### src/rtl/adc_conv_scheduler_pkg.sv
// Shared definitions for the ADC conversion scheduler: state encoding,
// default parameters and the BCD range helper.
package adc_conv_scheduler_pkg;

  typedef enum logic [2:0] {
    IDLE      = 3'd0,
    START     = 3'd1,
    WAIT_REF  = 3'd2,
    WAIT_ZERO = 3'd3,
    LATCH     = 3'd4,
    HOLDOFF   = 3'd5
  } sched_state_t;

  localparam int TIMEOUT_DEFAULT = 4096;
  localparam int HOLD_W_DEFAULT  = 16;
  localparam int BCD_W           = 12;

  function automatic logic bcd_overrange(input logic [BCD_W-1:0] bcd);
    return (bcd[3:0] > 4'd9) || (bcd[7:4] > 4'd9) || (bcd[11:8] > 4'd9);
  endfunction

endpackage

### src/rtl/adc_conv_scheduler_timer.sv
// sched_timer: loadable down-counter with terminal-count flag, shared by the
// conversion timeout and the hold-off interval.
module sched_timer #(
  parameter int W = 16
) (
  input  logic         clk,
  input  logic         reset,
  input  logic         load,
  input  logic [W-1:0] load_val,
  input  logic         en,
  output logic         tc
);

  logic [W-1:0] count;

  always_ff @(posedge clk or posedge reset) begin
    if (reset) begin
      count <= '0;
    end else if (load) begin
      count <= load_val;
    end else if (en && (count != '0)) begin
      count <= count - W'(1);
    end
  end

  assign tc = (count == '0);

endmodule

### src/rtl/adc_conv_scheduler.sv
// ADC conversion scheduler: issues start pulses to the control machine, tracks
// the reference/zero phases, captures the BCD result and enforces a timeout.
//
// state     | meaning
// IDLE      | waiting for enable with continuous mode or a pending request
// START     | one-cycle adc_start pulse, timeout loaded
// WAIT_REF  | waiting for de-integration (ch_Vref) to begin
// WAIT_ZERO | waiting for ch_Vref low with ch_Zero high
// LATCH     | result presented, result_valid high
// HOLDOFF   | holdoff+1 idle cycles before the next decision
module adc_conv_scheduler
  import adc_conv_scheduler_pkg::*;
#(
  parameter int TIMEOUT = TIMEOUT_DEFAULT,
  parameter int HOLD_W  = HOLD_W_DEFAULT
) (
  input  logic              clk,
  input  logic              reset,
  input  logic              enable,
  input  logic              mode_cont,
  input  logic              single_req,
  input  logic [HOLD_W-1:0] holdoff,
  input  logic              clear_err,
  input  logic              ch_Vref,
  input  logic              ch_Zero,
  input  logic [11:0]       count_bcd,
  output logic              adc_start,
  output logic              busy,
  output logic [11:0]       result_bcd,
  output logic              result_valid,
  output logic              overrange,
  output logic              timeout_err
);

  localparam int TW = (TIMEOUT > 2) ? $clog2(TIMEOUT) : 1;
  localparam int CW = (HOLD_W > TW) ? HOLD_W : TW;
  // Loading TIMEOUT-2 in START puts timeout_err up exactly TIMEOUT cycles after adc_start.
  localparam logic [CW-1:0] TO_LOAD = CW'(TIMEOUT - 2);

  sched_state_t    state, state_next;
  logic            pending;
  logic            tmr_load, tmr_en, tmr_tc;
  logic [CW-1:0]   tmr_val;
  logic            latch_now, timeout_now;

  sched_timer #(.W(CW)) u_timer (
    .clk      (clk),
    .reset    (reset),
    .load     (tmr_load),
    .load_val (tmr_val),
    .en       (tmr_en),
    .tc       (tmr_tc)
  );

  always_comb begin
    state_next  = state;
    tmr_load    = 1'b0;
    tmr_val     = TO_LOAD;
    tmr_en      = 1'b0;
    latch_now   = 1'b0;
    timeout_now = 1'b0;
    case (state)
      IDLE: begin
        if (enable && (mode_cont || pending || single_req)) state_next = START;
      end
      START: begin
        tmr_load   = 1'b1;
        state_next = WAIT_REF;
      end
      WAIT_REF: begin
        tmr_en = 1'b1;
        if (tmr_tc)       timeout_now = 1'b1;
        else if (ch_Vref) state_next  = WAIT_ZERO;
      end
      WAIT_ZERO: begin
        tmr_en = 1'b1;
        // A conversion finishing on the last allowed cycle is still accepted.
        if (!ch_Vref && ch_Zero) latch_now   = 1'b1;
        else if (tmr_tc)         timeout_now = 1'b1;
      end
      LATCH: begin
        tmr_load   = 1'b1;
        tmr_val    = CW'(holdoff);
        state_next = HOLDOFF;
      end
      HOLDOFF: begin
        tmr_en = 1'b1;
        if (tmr_tc) state_next = IDLE;
      end
      default: state_next = IDLE;
    endcase
    if (latch_now) state_next = LATCH;
    if (timeout_now) begin
      state_next = HOLDOFF;
      tmr_load   = 1'b1;
      tmr_val    = CW'(holdoff);
    end
  end

  always_ff @(posedge clk or posedge reset) begin
    if (reset) begin
      state       <= IDLE;
      pending     <= 1'b0;
      result_bcd  <= '0;
      overrange   <= 1'b0;
      timeout_err <= 1'b0;
    end else begin
      state <= state_next;

      if (state == IDLE && state_next == START) pending <= 1'b0;
      else if (single_req && enable)            pending <= 1'b1;

      // Result is sampled in the qualifying cycle so it is on the bus with result_valid.
      if (latch_now) result_bcd <= count_bcd;

      if (latch_now && bcd_overrange(count_bcd)) overrange <= 1'b1;
      else if (clear_err)                        overrange <= 1'b0;

      if (timeout_now)    timeout_err <= 1'b1;
      else if (clear_err) timeout_err <= 1'b0;
    end
  end

  assign adc_start    = (state == START);
  assign busy         = (state == START) || (state == WAIT_REF) ||
                        (state == WAIT_ZERO) || (state == LATCH);
  assign result_valid = (state == LATCH);

endmodule

### config.mk
export PLATFORM = sky130hd
export DESIGN_NAME = adc_conv_scheduler
export DESIGN_NICKNAME = d
export VERILOG_FILES = /design/src/rtl/adc_conv_scheduler_pkg.sv /design/src/rtl/adc_conv_scheduler_timer.sv /design/src/rtl/adc_conv_scheduler.sv
export SDC_FILE = /design/constraint.sdc
export NUM_CORES = 1
export LEC_CHECK = 0
export CORE_MARGIN = 3
export CORE_UTILIZATION = 49
export DETAILED_ROUTE_END_ITERATION = 6
export PLACE_DENSITY = 0.8
export SLEW_MARGIN = 20
export SYNTH_ARGS = -nofsm -noshare
export SYNTH_HDL_FRONTEND = slang
export SYNTH_HIERARCHICAL = 1
export SYNTH_SLANG_ARGS = --single-unit
### constraint.sdc
create_clock -name clk -period 3.8 [get_ports clk]
set_clock_uncertainty 0.05 [all_clocks]
set_input_delay 0.57 -clock clk [delete_from_list [all_inputs] [get_ports clk]]
set_output_delay 0.57 -clock clk [all_outputs]
set_load 0.05 [all_outputs]
==> flow_summary_export.csv, run 1 <==
group,metric,value,unit
drt,antenna_left,0,
clock_tree,cts_root_buf,"clkbuf_8",
critical_path,cp_data_required_time,3.93,ns
synth,synth_area_leader_cell,"dfrtp_1",
final_layout,final_area,2650,sq um
clock_tree,htree_levels,2,
power,power,1.96,mW
global_route,overflow,0,
clock_tree,worstSkewPairLatency,0.29,ns
synth,yosysSeqAreaShare,42.3,%
floorplanning,dieArea,4910,sq um
drt,drtIter0Drc,90,
drt,wl,4500,um
final_layout,final_core_util,69.6,%
drt,firstDrtPassIters,4,
drt,viasPerCell,5.63,
floorplanning,core_area,3800,sq um
critical_path,critPathMostFrequentCell,"inv_1",
drt,routedWlPerCell,14.6,um
critical_path,crit_chain,"inv_1, ha_1, or4b_2, or4_4, inv_2, a32oi_4, o21ai_1, inv_1, nand2_1, a21oi_1, a311o_1",
floorplanning,ios,53,
flow_run,drv_cap,0,
critical_path,cp-end-kind,"register",
clock_tree,hold_buffers,0,
sta,slew_viol_final,0,
floorplanning,rows,22,
clock_tree,cts_resized,0,
global_route,grt_first_pass_wirelength,7940,um
critical_path,cp_slowest_stage_delay,0.63,ns
placed_design,gp_congestion,0.793,
critical_path,cp_slowest_cell,"or4b_2",
power,p_per_area,740,nW/um^2
synth,syn-cell-area,2010,sq um
sta,tightestPinTransition,0.670,ns
critical_path,critPathLaunchType,"register",
placed_design,dp.cells,300,
sta,max_slew_margin,55.3,%
global_route,grt_max_degree,21,
clock_tree,clockBufferDepth,2,
final_layout,syn_to_final_growth,31.6,%
synth,synth-main-ff-cell,"dfrtp_1",
synth,ys_warn_count,6,
drt,vias,1734,
final_layout,nets,296,
floorplanning,die_width,70.0,um
sta,setup_viol,0,
floorplanning,fp.dieH,70.0,um
clock_tree,cts.clk_slew.worst_paths,0.07,ns
synth,synth_seq_cells,34,
critical_path,arrival,3.40,ns
clock_tree,cts_tree,"yes",
synth,ys_types,58,
final_layout,insertedDiodeCount,0,
global_route,antenna_found_initial,0,
clock_tree,postCtsSetupBuffers,0,
sta,fin_crit_sh,86.2,%
sta,max_clock_freq,305,MHz
placed_design,hpwlAfterDp,3370,um
sta,rsz0062_at_grt,"no",
min_path,min_path_type,"reg -> reg",
power,vdd_ir_drop_max,0.534,mV
global_route,first_global_vias,1653,
floorplanning,initial_core_util,52.9,%
placed_design,portBuffers,52,
synth,synth.avg_cell_area,9.75,sq um
placed_design,placed_area,2550,sq um
synth,syn_nets,243,
synth,synth_top_area_share,42.3,%
synth,async_flop_share,100,%
global_route,grt_usage,20.1,%
synth,synth_edf_count,0,
outcome,outcome,"completed",
clock_tree,cts_sinks,34,
synth,yosys-top-cells-area,"dfrtp_1 (42%), mux2_2 (6.7%), nor2_1 (3.4%)",
sta,period_needed,3.28,ns
final_layout,drive_above_1_share,13.8,%
synth,syn_inst,206,
drt,drc,0,
critical_path,path_class,"reg -> reg",
power,p_leak,1.01,nW
sta,setup_tns,0,ns
critical_path,cp_max_fo,17,
sta,hold_violations,0,
final_layout,stdcell_count,308,
clock_tree,numCtsBuffers,5,
registers in the layout (all words and copies together) (netlist names):
register       count
timeout_err        1
overrange          1
result_bcd        12
state              3
pending            1
u_timer/count     16
layout by cell type, fill, tap and decap left out, types with 2 or more instances in the layout:
cell type,n
a21oi_1,7
a2bb2oi_1,2
a311o_1,2
a31oi_1,5
and2_1,2
buf_4,2
clkbuf_8,6
clkdlybuf4s50_1,52
dfrtp_1,34
inv_1,9
mux2_2,12
nand2_1,15
nand3_1,4
nand3b_1,2
nand4_1,5
nor2_1,18
nor2b_1,5
nor3_1,6
nor4_1,2
o21ai_0,11
o31ai_1,3
or2_1,9
or2_2,2
or3_1,2
or4_1,5
or4_4,2
xnor2_1,2
xor2_1,2
path summary, 6_finish.rpt:
kind | startpoint | to | slack [ns] | cells past startpoint
worst max-delay path | u_timer/count[0]$_DFFE_PP0P_ | u_timer/count[13]$_DFFE_PP0P_ | 0.52 | 11
worst min-delay path | timeout_err$_DFFE_PP0P_ | timeout_err$_DFFE_PP0P_ | 0.44 | 1
worst max register to register | u_timer/count[0]$_DFFE_PP0P_ | u_timer/count[13]$_DFFE_PP0P_ | 0.52 | 11
worst min register to register | timeout_err$_DFFE_PP0P_ | timeout_err$_DFFE_PP0P_ | 0.44 | 1
max in group asynchronous | reset | result_bcd[2]$_DFFE_PP0P_ | 2.62 | 2
min in group asynchronous | reset | u_timer/count[5]$_DFFE_PP0P_ | 0.64 | 2
where the power goes:
part           internal, mW  total [mW]  switching, mW
combinational         0.413        1.03          0.615
clock                 0.146       0.279          0.133
sequential            0.503       0.649          0.146
total                  1.06        1.96          0.894
through the flow:
stage	setup WS (ns)	hold WS [ns]
2_1_floorplan	0.723	0.413
3_3_place_gp	0.624	0.422
3_5_place_dp	0.524	0.431
4_1_cts	0.508	0.446
5_1_grt	0.286	0.472
6_report	0.523	0.442
critical path, delay by kind of cell (launching register included):
family | cells | cell delay (ns)
AND/OR/NAND/NOR | 3 | 1.22
AO/OA/AOI/OAI | 4 | 0.77
buffers and inverters | 3 | 0.48
flip-flops | 1 | 0.39
adder cells (fa/ha/maj) | 1 | 0.24
logic make-up (layout without fill, tap and decap cells):
kind of cell               Yosys count  in the layout  synth area share [%]
DFF                                 34             34                  42.3
AOI/OAI and AO/OA                   45             45                  16.8
xor gates and xnor gates             4              4                  1.74
buffers and inverters               18             72                  4.42
and+or+nand+nor                     91             91                  26.9
muxes                               13             13                  7.22
adders and majority gates            1              1                 0.623
Yosys cell counts, types with 3 or more instances:
library cell,number
or4_1,5
a31oi_1,5
mux2_2,12
nor3_1,6
nand3_1,4
nor2_1,18
o21ai_0,12
nand4_1,5
or2_1,9
clkbuf_1,3
a21oi_1,7
nor2b_1,5
dfrtp_1,34
o31ai_1,3
inv_1,9
nand2_1,15
final cells by class:
class                      instances  area, sq um
clock buffer                       7         86.3
clock inverter                     1         5.00
fill                             337         1150
inverter                          10         37.5
multi-input combinational        154         1070
sequential                        34          851
tap                               48         60.1
timing repair buffer              54          536
routing by layer:
layer / up-vias / GRT usage [%] / wire [um]
li1: 863 / - / -
met1: 819 / 27.7 / 2050
met2: 46 / 29.5 / 2100
met3: 6 / 7.05 / 281
met4: 0 / 6.60 / 59
met5: - / 0 / 0
(Power assumes the default switching activity.)
==> run 2, diff against run 1 <==
--- a/config.mk
+++ b/config.mk
@@ -9,6 +9,7 @@
 export CORE_UTILIZATION = 49
 export DETAILED_ROUTE_END_ITERATION = 6
 export PLACE_DENSITY = 0.8
+export SKIP_CTS_REPAIR_TIMING = 1
 export SLEW_MARGIN = 20
 export SYNTH_ARGS = -nofsm -noshare
 export SYNTH_HDL_FRONTEND = slang
==> constraint.sdc (replaced) <==
create_clock -name clk -period 3.1 [get_ports clk]
set_clock_uncertainty 0.05 [all_clocks]
set_input_delay 0.465 -clock clk [delete_from_list [all_inputs] [get_ports clk]]
set_output_delay 0.465 -clock clk [all_outputs]
set_load 0.05 [all_outputs]
==> run 2 against run 1 <==
Clock-buffer cell count unchanged. Routed wire length increased by 4.0%. Combinational power increased by 27%. Register-to-register slack got worse by 0.36 ns. Worst hold slack improved by 0.0052 ns. Global-route usage decreased by 0.11 points. Worst setup slack got worse by 0.36 ns. Fmax increased by 11%. Largest power group unchanged.
==> flow_summary_export.csv, run 2 (synthesized netlist as in run 1, its figures left out) <==
group,metric,value,unit
outcome,outcome,"completed",
final_layout,nets,301,
sta,holdWs,0.447,ns
drt,drc,0,
final_layout,final_cell_mix,"clkdlybuf4s50_1 (52), dfrtp_1 (34), nor2_1 (18)",
clock_tree,cts_tree,"yes",
clock_tree,numCtsBuffers,5,
sta,setup_viol,0,
final_layout,nFillCells,296,
floorplanning,rows,22,
global_route,grt_first_pass_wirelength,7910,um
critical_path,r2r-start,"u_timer/count[0]$_DFFE_PP0P_",
final_layout,largest_reg_flops,16,
drt,wl,4680,um
drt,viasPerCell,5.59,
critical_path,cp_data_required_time,3.20,ns
drt,vias,1751,
final_layout,final_area,2690,sq um
floorplanning,dieArea,4910,sq um
floorplanning,initial_core_util,52.9,%
sta,fin_crit_sh,94.8,%
final_layout,final_common_cell,"clkdlybuf4s50_1",
sta,setup_tns,0,ns
final_layout,drive_above_1_share,16.2,%
sta,slew_viol_final,0,
final_layout,top_regs,"u_timer/count (16), result_bcd (12), state (3)",
final_layout,top_register,"u_timer/count",
power,vdd_ir_drop_max,0.685,mV
critical_path,endpoint,"u_timer/count[1]$_DFFE_PP0P_",
clock_tree,worstSkewPairLatency,0.29,ns
sta,hold_violations,0,
power,p_leak,1.03,nW
placed_design,placed_area,2590,sq um
placed_design,portBuffers,52,
clock_tree,clockBufferDepth,2,
sta,period_needed,2.94,ns
power,power,2.45,mW
clock_tree,cts.clk_slew.worst_paths,0.07,ns
global_route,overflow,0,
drt,routedWlPerCell,14.9,um
floorplanning,fp.dieH,70.0,um
global_route,met1_usage,25.4,%
final_layout,syn_to_final_growth,33.8,%
critical_path,cp_max_fo,16,
min_path,min_path_type,"reg -> reg",
global_route,antenna_found_initial,0,
critical_path,path_class,"reg -> reg",
flow_run,drv_cap,0,
floorplanning,ios,53,
global_route,grt_use_met3,5.90,%
clock_tree,cts_sinks,34,
floorplanning,core_area,3800,sq um
global_route,grt_usage,20.0,%
global_route,grt_max_degree,19,
critical_path,arrival,3.04,ns
global_route,grt_use_met2,33.2,%
drt,drtIter0Drc,116,
critical_path,reg2reg_setup_slack,0.16,ns
critical_path,startpoint,"u_timer/count[0]$_DFFE_PP0P_",
sta,max_slew_margin,55.0,%
drt,antenna_left,0,
critical_path,reg2reg_to,"u_timer/count[1]$_DFFE_PP0P_",
floorplanning,die_width,70.0,um
critical_path,critPathLaunchType,"register",
power,p_per_area,911,nW/um^2
global_route,first_global_vias,1696,
final_layout,ff_latch_area,851,sq um
critical_path,cp-end-kind,"register",
placed_design,hpwlAfterDp,3560,um
critical_path,worst-r2r-cell-count,10,
global_route,busiest_layer,"met2",
clock_tree,cts_root_buf,"clkbuf_8",
clock_tree,htree_levels,2,
final_layout,multi_input_area,1080,sq um
sta,max_clock_freq,340,MHz
final_layout,insertedDiodeCount,0,
placed_design,gp_congestion,0.864,
drt,firstDrtPassIters,4,
sta,tightestPinTransition,0.675,ns
sta,rsz0062_at_grt,"no",
## run 2: changes by cell type in the layout (fill, tap and decap cells not counted)
cell and change:
buf_4 +5, ha_1 -1, ha_2 +1, o21ai_1 -1
o21ai_2 +1
## run 2: worst min-delay path by stage
stage	slack, ns	from	cells past startpoint	end
6_report	0.45	timeout_err$_DFFE_PP0P_	1	timeout_err$_DFFE_PP0P_
5_1_grt	0.47	timeout_err$_DFFE_PP0P_	1	timeout_err$_DFFE_PP0P_
4_1_cts	0.46	timeout_err$_DFFE_PP0P_	1	timeout_err$_DFFE_PP0P_
3_5_place_dp	0.44	timeout_err$_DFFE_PP0P_	1	timeout_err$_DFFE_PP0P_
3_3_place_gp	0.42	timeout_err$_DFFE_PP0P_	1	timeout_err$_DFFE_PP0P_
2_1_floorplan	0.33	reset	1	u_timer/count[0]$_DFFE_PP0P_
## run 2: power breakdown
group | internal (mW) | leakage (nW) | switching (mW)
clock | 0.179 | 0.0482 | 0.156
sequential | 0.617 | 0.396 | 0.183
combinational | 0.542 | 0.584 | 0.773
## run 2: worst max-delay path, stage by stage (launching register included)
cell and delay [ns]:
dfrtp_1 0.40, inv_1 0.10, ha_2 0.23, or4b_2 0.63
or4_4 0.44, inv_2 0.16, a32oi_4 0.13, buf_4 0.20
or2_2 0.28, nand2_1 0.07, o311ai_0 0.11
## run 2: final cells by class
class | instances | area share, %
clock inverters | 1 | 0.186
well taps | 48 | 2.23
clock buffers | 7 | 3.21
flip-flops and latches | 34 | 31.6
multi-input cells | 154 | 40.0
repair buffers | 59 | 21.3
inverters | 10 | 1.40
## run 2: metrics by stage
step,worst slack [ns],util [%],instances
floorplan,0.0226,-,206
global placement,0.243,68.2,305
detailed placement,0.121,68.2,305
CTS,0.105,70.6,313
global route,0.00473,70.8,313
finish,0.161,70.8,313
## run 2: per-layer routing
metal	wire (um)	vias up
met5	0	-
met4	64	0
met3	184	7
met2	2280	37
met1	2140	834
li1	-	873
